<file path="src/rtl/vga_timing_gen.sv">
// vga_timing_gen
//   Pixel/line counters and VGA sync/blank generation for a configurable
//   mode (default 640x480 @ 800x525 totals). hs/vs/blank are delayed by
//   PIPE_DLY pixel advances so they line up with a downstream pixel pipeline
//   (ROM + palette + output register) fed from DrawX/DrawY.
//
// Ports
//   vga_clk     in   pixel-domain clock, all state on rising edge
//   reset       in   synchronous, active-high
//   ce          in   pixel advance enable
//   DrawX       out  [9:0] horizontal count, 0..H_TOTAL-1
//   DrawY       out  [9:0] vertical count, 0..V_TOTAL-1
//   hs, vs      out  active-low syncs, delayed PIPE_DLY pixels
//   blank       out  1 = visible (display enable), delayed PIPE_DLY pixels
//   line_start  out  one-clock pulse after a horizontal wrap
//   frame_start out  one-clock pulse after a frame wrap
//   frame_count out  [15:0] completed-frame counter (wraps mod 2^16)
module vga_timing_gen #(
  parameter int H_VISIBLE = 640,
  parameter int H_FP      = 16,
  parameter int H_SYNC    = 96,
  parameter int H_BP      = 48,
  parameter int V_VISIBLE = 480,
  parameter int V_FP      = 10,
  parameter int V_SYNC    = 2,
  parameter int V_BP      = 33,
  parameter int PIPE_DLY  = 2
) (
  input  logic        vga_clk,
  input  logic        reset,
  input  logic        ce,
  output logic [9:0]  DrawX,
  output logic [9:0]  DrawY,
  output logic        hs,
  output logic        vs,
  output logic        blank,
  output logic        line_start,
  output logic        frame_start,
  output logic [15:0] frame_count
);

  localparam int H_TOTAL = H_VISIBLE + H_FP + H_SYNC + H_BP;
  localparam int V_TOTAL = V_VISIBLE + V_FP + V_SYNC + V_BP;

  localparam logic [9:0] H_LAST     = 10'(H_TOTAL - 1);
  localparam logic [9:0] V_LAST     = 10'(V_TOTAL - 1);
  localparam logic [9:0] H_VIS      = 10'(H_VISIBLE);
  localparam logic [9:0] V_VIS      = 10'(V_VISIBLE);
  localparam logic [9:0] H_SYNC_ON  = 10'(H_VISIBLE + H_FP);
  localparam logic [9:0] H_SYNC_OFF = 10'(H_VISIBLE + H_FP + H_SYNC);
  localparam logic [9:0] V_SYNC_ON  = 10'(V_VISIBLE + V_FP);
  localparam logic [9:0] V_SYNC_OFF = 10'(V_VISIBLE + V_FP + V_SYNC);

  logic x_wrap;
  logic y_wrap;
  logic hs_raw;
  logic vs_raw;
  logic blank_raw;

  assign x_wrap = (DrawX == H_LAST);
  assign y_wrap = (DrawY == V_LAST);

  always_comb begin
    hs_raw    = !((DrawX >= H_SYNC_ON) && (DrawX < H_SYNC_OFF));
    vs_raw    = !((DrawY >= V_SYNC_ON) && (DrawY < V_SYNC_OFF));
    blank_raw = (DrawX < H_VIS) && (DrawY < V_VIS);
  end

  always_ff @(posedge vga_clk) begin
    if (reset) begin
      DrawX       <= '0;
      DrawY       <= '0;
      frame_count <= '0;
      line_start  <= 1'b0;
      frame_start <= 1'b0;
    end else begin
      // Pulses are derived from the pre-edge counters, so they appear in the
      // cycle right after the wrap and drop whenever ce is low.
      line_start  <= ce & x_wrap;
      frame_start <= ce & x_wrap & y_wrap;
      if (ce) begin
        if (x_wrap) begin
          DrawX <= '0;
          if (y_wrap) begin
            DrawY       <= '0;
            frame_count <= frame_count + 16'd1;
          end else begin
            DrawY <= DrawY + 10'd1;
          end
        end else begin
          DrawX <= DrawX + 10'd1;
        end
      end
    end
  end

  generate
    if (PIPE_DLY == 0) begin : g_no_dly
      assign hs    = hs_raw;
      assign vs    = vs_raw;
      assign blank = blank_raw;
    end else begin : g_dly
      logic [PIPE_DLY-1:0] hs_pipe;
      logic [PIPE_DLY-1:0] vs_pipe;
      logic [PIPE_DLY-1:0] blank_pipe;

      // Reset loads the idle level into every stage so a sync pulse that
      // was in flight when reset hit never reaches the outputs.
      always_ff @(posedge vga_clk) begin
        if (reset) begin
          hs_pipe    <= '1;
          vs_pipe    <= '1;
          blank_pipe <= '0;
        end else if (ce) begin
          hs_pipe[0]    <= hs_raw;
          vs_pipe[0]    <= vs_raw;
          blank_pipe[0] <= blank_raw;
          for (int i = 1; i < PIPE_DLY; i++) begin
            hs_pipe[i]    <= hs_pipe[i-1];
            vs_pipe[i]    <= vs_pipe[i-1];
            blank_pipe[i] <= blank_pipe[i-1];
          end
        end
      end

      assign hs    = hs_pipe[PIPE_DLY-1];
      assign vs    = vs_pipe[PIPE_DLY-1];
      assign blank = blank_pipe[PIPE_DLY-1];
    end
  endgenerate

endmodule

</file>
<file path="config.mk">
export PLATFORM = sky130hd
export DESIGN_NAME = vga_timing_gen
export DESIGN_NICKNAME = d
export VERILOG_FILES = /design/src/rtl/vga_timing_gen.sv
export SDC_FILE = /design/constraint.sdc
export NUM_CORES = 1
export LEC_CHECK = 0
export ABC_AREA = 0
export CORE_ASPECT_RATIO = 0.8
export CORE_UTILIZATION = 40
export CTS_CLUSTER_DIAMETER = 120
export DETAILED_ROUTE_END_ITERATION = 12
export RECOVER_POWER = 25
export REMOVE_ABC_BUFFERS = 1
export SETUP_SLACK_MARGIN = 0.4
export SYNTH_ARGS = -nofsm -noshare
export SYNTH_HDL_FRONTEND = slang
export SYNTH_SLANG_ARGS = --single-unit
</file>
<file path="constraint.sdc">
create_clock -name vga_clk -period 3.6 [get_ports vga_clk]
set_input_delay 1.08 -clock vga_clk [delete_from_list [all_inputs] [get_ports vga_clk]]
set_output_delay 1.08 -clock vga_clk [all_outputs]
set_load 0.005 [all_outputs]
</file>
Word-level counts from Yosys, hierarchy flattened --
Cells that the tools add are included.
Storage, ports and cells: output and inout bits 41, input bits 3, bits in read-only memories 0, memories 0, word-level logic and storage cells 30, flip-flop bits (word level) 44, bits in latches 0, memory bits (writable) 0
Cells by class: multiply operators 0, divide/modulo/power cells 0, mux-type cells 2, eq/ne operators 2, order comparisons 6, add/subtract/negate cells 3, bitwise logic cells 2, shift operators 0, reductions and logical operators 7
Operators by type and width (count):
- adder 10 x 1 -> 10 bit, second input constant | 2
- equality test 10 bit, second input constant | 2
- less-than comparator 10 bit, second input constant | 2
- less-than comparator 10 x 9 -> 1 bit, second input constant | 2
- 2-to-1 mux 10 bit | 2
- adder 16 x 1 -> 16 bit, second input constant | 1
- greater-or-equal comparator 10 bit, second input constant | 1
- greater-or-equal comparator 10 x 9 -> 1 bit, second input constant | 1
- logical AND 1 bit | 3
- AND reduction 3 bit | 1
- bitwise AND 1 bit | 2
- logical NOT 1 bit | 2
- AND reduction 2 bit | 1

Depth between registers and ports, before layout --
depth after elaboration 3, gate-level depth with buffers 8

Worst setup path after synthesis --
No wires, ideal clock.
kind input-to-reg, from in ce, to reg frame_count[12], data arrival time 2388 ps, cell stages on the path 6, setup slack 1092 ps, setup time 121 ps, path through and4_1 clkbuf_1 nand4_1 clkbuf_1 nor4b_1 mux2_2
On the way: longest elaborated chain between the ends 1
Ends and longest elaborated chain:
- from (decl) | line 31 | input logic ce,
- AND reduction 3 bit (no source line)
- to (signal assigned) | line 86 | frame_count <= frame_count + 16'd1;
- to (decl) | line 39 | output logic [15:0] frame_count
No other way between the ends. A chain may end at the register's enable or synchronous reset.

Worst setup path in the final report --
Ends and elaborated chain as after synthesis.

==> impl_summary.log <==
[metrics] setup slack at placement: 0.3346 ns
[metrics] maximum level of the CTS H-tree: 2
[metrics] # clock sinks: 44
[metrics] library cell used as clock root buffer: clkbuf_8
[metrics] accumulated negative setup slack: 0 ns
[metrics] fraction of synthesized cell area taken by the top area cell type: 0.4141
[metrics] full die area: 5615 µm²
[metrics] global-route wire length before repair: 8010 µm
[metrics] endpoint required time on the critical path: 3.79 ns
[metrics] power share of the sequential group: 0.509
[metrics] largest voltage drop on the vdd net: 0.3059 mV
[metrics] number of placement rows: 23
[metrics] count of pins on the block boundary: 44
[metrics] startpoint of the most critical hold path: g_dly.vs_pipe[0]
[metrics] post-route clock skew: 0.005708 ns
[metrics] area of placed instances: 2597 µm²
[metrics] number of filler instances in the final layout: 494
[metrics] area added between synthesis and finish: 28.00%
[metrics] internal power of the cells: 0.0007819 W
[metrics] total wire length: 4942 µm
[metrics] final non-filler cell area: 2723 µm²
[metrics] maximum root-to-sink buffer count: 2
[metrics] CTS tree: yes
[metrics] share of the clock period used by the worst path: 0.8398
[metrics] Post-CTS Setup Repair Bufs: 0
[metrics] final setup vio count: 0
[metrics] outcome: finished, final reports clean
[metrics] dpl hpwl: 3416 µm
[metrics] die outline height: 67.23 µm
[metrics] Setup crit end kind: flop
[metrics] start of the worst register-to-register path: DrawY[0]
[metrics] cells on worst reg2reg path: 6
[metrics] distinct cell type count after synthesis: 37
[metrics] startpoint kind of the worst setup timing path: input port
[metrics] antenna violation net count after detailed routing: 0
[metrics] combinational share of power: 0.037
[metrics] count of cells resized by post-cts repair: 0
[metrics] Vias: 1,913
[metrics] Warnings, synthesis: 0
[metrics] number of buffer cells added on primary ports: 43
[metrics] global placer's final weighted congestion: 0.7204
[metrics] routed via count divided by cell count: 5.561
[metrics] count of flip-flops with a built-in enable after synthesis: 0
[metrics] net switching share of the total power: 0.1974
[metrics] routed len/inst: 14.37 µm
[metrics] cts bufs inserted: 5
[metrics] total congestion overflow: 0
[metrics] startpoint-to-endpoint class of the critical path: input port to flop
[metrics] combined area of all synthesized cells: 2127 µm²
[metrics] hold path endpoint: g_dly.vs_pipe[1]
[metrics] initial antenna violation count: 0
[metrics] number of nets at the end of the flow: 291
[metrics] CP max FO: 11
[metrics] RSZ-0062 raised after global routing: no
[metrics] sequential area share after synthesis: 0.4141
[metrics] effective utilization at floorplan: 0.4200
[metrics] pin count of the biggest net entering global routing: 30
[metrics] R2R Path End: frame_count[15]
[metrics] net load switching power: 0.0001923 W
[metrics] transition at the pin with the smallest max-transition slack: 1.099 ns
[metrics] number of DRC markers after the initial detailed-route iteration: 53
[metrics] layout cell share with drive strength beyond 1: 0.06028
[metrics] insertion delay of the later-clocked pin in the worst-skew pair: 0.29 ns
[metrics] #FFs+latches synth: 44
[metrics] Max Cap Violations: 0
[metrics] register area: 880.8 µm²
[metrics] top cells by area in the synthesized netlist: dfxtp_1 41%, nor2_1 4.2%, or4_1 4.2%
[metrics] number of instances on the worst hold path: 1
[metrics] Synth async-reset ratio: 0
[metrics] register-to-register setup slack: 0.93 ns
[metrics] Pre-Repair DR Iteration Count: 4
[metrics] Horiz. Die Dim: 83.53 µm
[metrics] final hold violation count: 0
[metrics] vias in the first global route: 1,646
[metrics] number of remaining DRC errors: 0
[metrics] clock slew at the register clock pins of the worst setup and hold paths: 0.08 ns
[metrics] minimum period implied by the final worst setup slack: 3.023 ns
[metrics] total power: 0.0009742 W
[metrics] most repeated cell in the gate-level netlist after synthesis: dfxtp_1
[metrics] cell area power density: 357.8 nW/µm²
[metrics] Std-Cell Core Area: 5065 µm²
[metrics] most frequent cells after synthesis: 44 x dfxtp_1, 24 x nor2_1, 17 x a21oi_1, 13 x nand3_1, 12 x or4_1
[metrics] Max Clk Rate: 330.7 MHz
[metrics] antenna diode count: 0
[metrics] total count of max-transition violations in the final report: 0
[metrics] Rel. slew slack: 0.2672
[metrics] count of hold buffers inserted by post-cts repair: 0
[metrics] Hold Crit Class: flop to flop
[metrics] arrival time worst endpoint: 3.21 ns
[metrics] cell type contributing the most total cell area after synthesis: dfxtp_1
[metrics] smallest setup slack after layout: 0.5766 ns
[metrics] cell count after synthesis: 242
[metrics] clock network power share: 0.453
[metrics] most frequently used flop master after synthesis: dfxtp_1
[metrics] static leakage: 0.9650 nW
[metrics] overall track demand over capacity in global routing: 0.1809
[metrics] Post-Syn Area per Cell: 8.789 µm²
[metrics] multi-input logic area: 1152 µm²
## cells by family after synthesis
group / after synthesis / share of synthesized area
flip-flops: 44 / 0.4141
buffers and inverters: 23 / 0.04412
adder cells (fa/ha/maj): 6 / 0.03529
XOR/XNOR: 13 / 0.05353
AO/OA/AOI/OAI: 41 / 0.1188
AND/OR/NAND/NOR: 107 / 0.2935
multiplexers: 8 / 0.04059
## cell usage in the layout, fill, tap and decap left out, types with 7 or more instances in the layout
cell / Yosys / final
or4_1: 12 / 12
nand2_1: 8 / 8
o21ai_0: 8 / 8
dlygate4sd3_1: 0 / 13
xor2_1: 7 / 7
a21oi_1: 17 / 17
nor2_1: 24 / 24
nand3_1: 13 / 13
dfxtp_1: 44 / 44
o31ai_1: 11 / 11
inv_1: 11 / 11
nor2b_1: 7 / 7
clkdlybuf4s50_1: 0 / 30
## state kept, by name (all words and copies together), names as in the netlist
| name | flops |
|---|---|
| frame_count | 16 |
| DrawX | 10 |
| DrawY | 10 |
| g_dly.blank_pipe | 2 |
| g_dly.hs_pipe | 2 |
| g_dly.vs_pipe | 2 |
| frame_start | 1 |
| line_start | 1 |
## metal layers
metal / up-vias / share of wire / track usage
met5: - / 0 / 0
li1: 956 / - / -
met2: 42 / 0.42 / 0.2777
met3: 5 / 0.039 / 0.03912
met4: 0 / 0.0093 / 0.05297
met1: 910 / 0.53 / 0.2573
## power by group through the flow
| stage | Clock (W) | Sequential [W] | Combinational (W) |
|---|---|---|---|
| after floorplan | 0 | 0.000507 | 0.0000145 |
| after global placement | 0 | 0.000508 | 0.0000372 |
| after detailed placement | 0 | 0.000508 | 0.0000380 |
| after CTS | 0.000453 | 0.000497 | 0.0000382 |
| after global routing | 0.000472 | 0.000498 | 0.0000408 |
| final | 0.000442 | 0.000496 | 0.0000362 |
## worst max-delay path: stages
cell and delay (ns):
dlygate4sd3_1 0.60, and4_1 0.34, nand4_1 0.38, nor4b_1 0.43
mux2_2 0.37
## cell type report
cell class / instances / share of cell area
well taps: 62 / 0.02849
repair buffers: 45 / 0.1622
clock buffers: 5 / 0.02528
flip-flops and latches: 44 / 0.3235
multi-input cells: 175 / 0.4233
inverters: 11 / 0.01517
clock inverters: 2 / 0.02206
## stage by stage
step / instances / utilization / hold slack (ns)
after floorplan: 230 / - / 0.4400
after global placement: 337 / 0.5128 / 0.4540
after detailed placement: 337 / 0.5128 / 0.4696
after CTS: 344 / 0.5383 / 0.4903
after global routing: 344 / 0.5375 / 0.5171
final: 344 / 0.5375 / 0.4859
## how the worst max path moves through the flow
| stage | from | end | slack (ns) | depth (start not counted) |
|---|---|---|---|---|
| 2_1_floorplan | ce | frame_count[12] | 1.15 | 4 |
| 3_3_place_gp | ce | frame_count[12] | 0.39 | 5 |
| 3_5_place_dp | ce | frame_count[12] | 0.33 | 5 |
| 4_1_cts | ce | frame_count[12] | 0.66 | 5 |
| 5_1_grt | ce | frame_count[12] | 0.35 | 5 |
| 6_report | ce | frame_count[12] | 0.58 | 5 |
No activity file was read; power rests on OpenSTA's default activity.
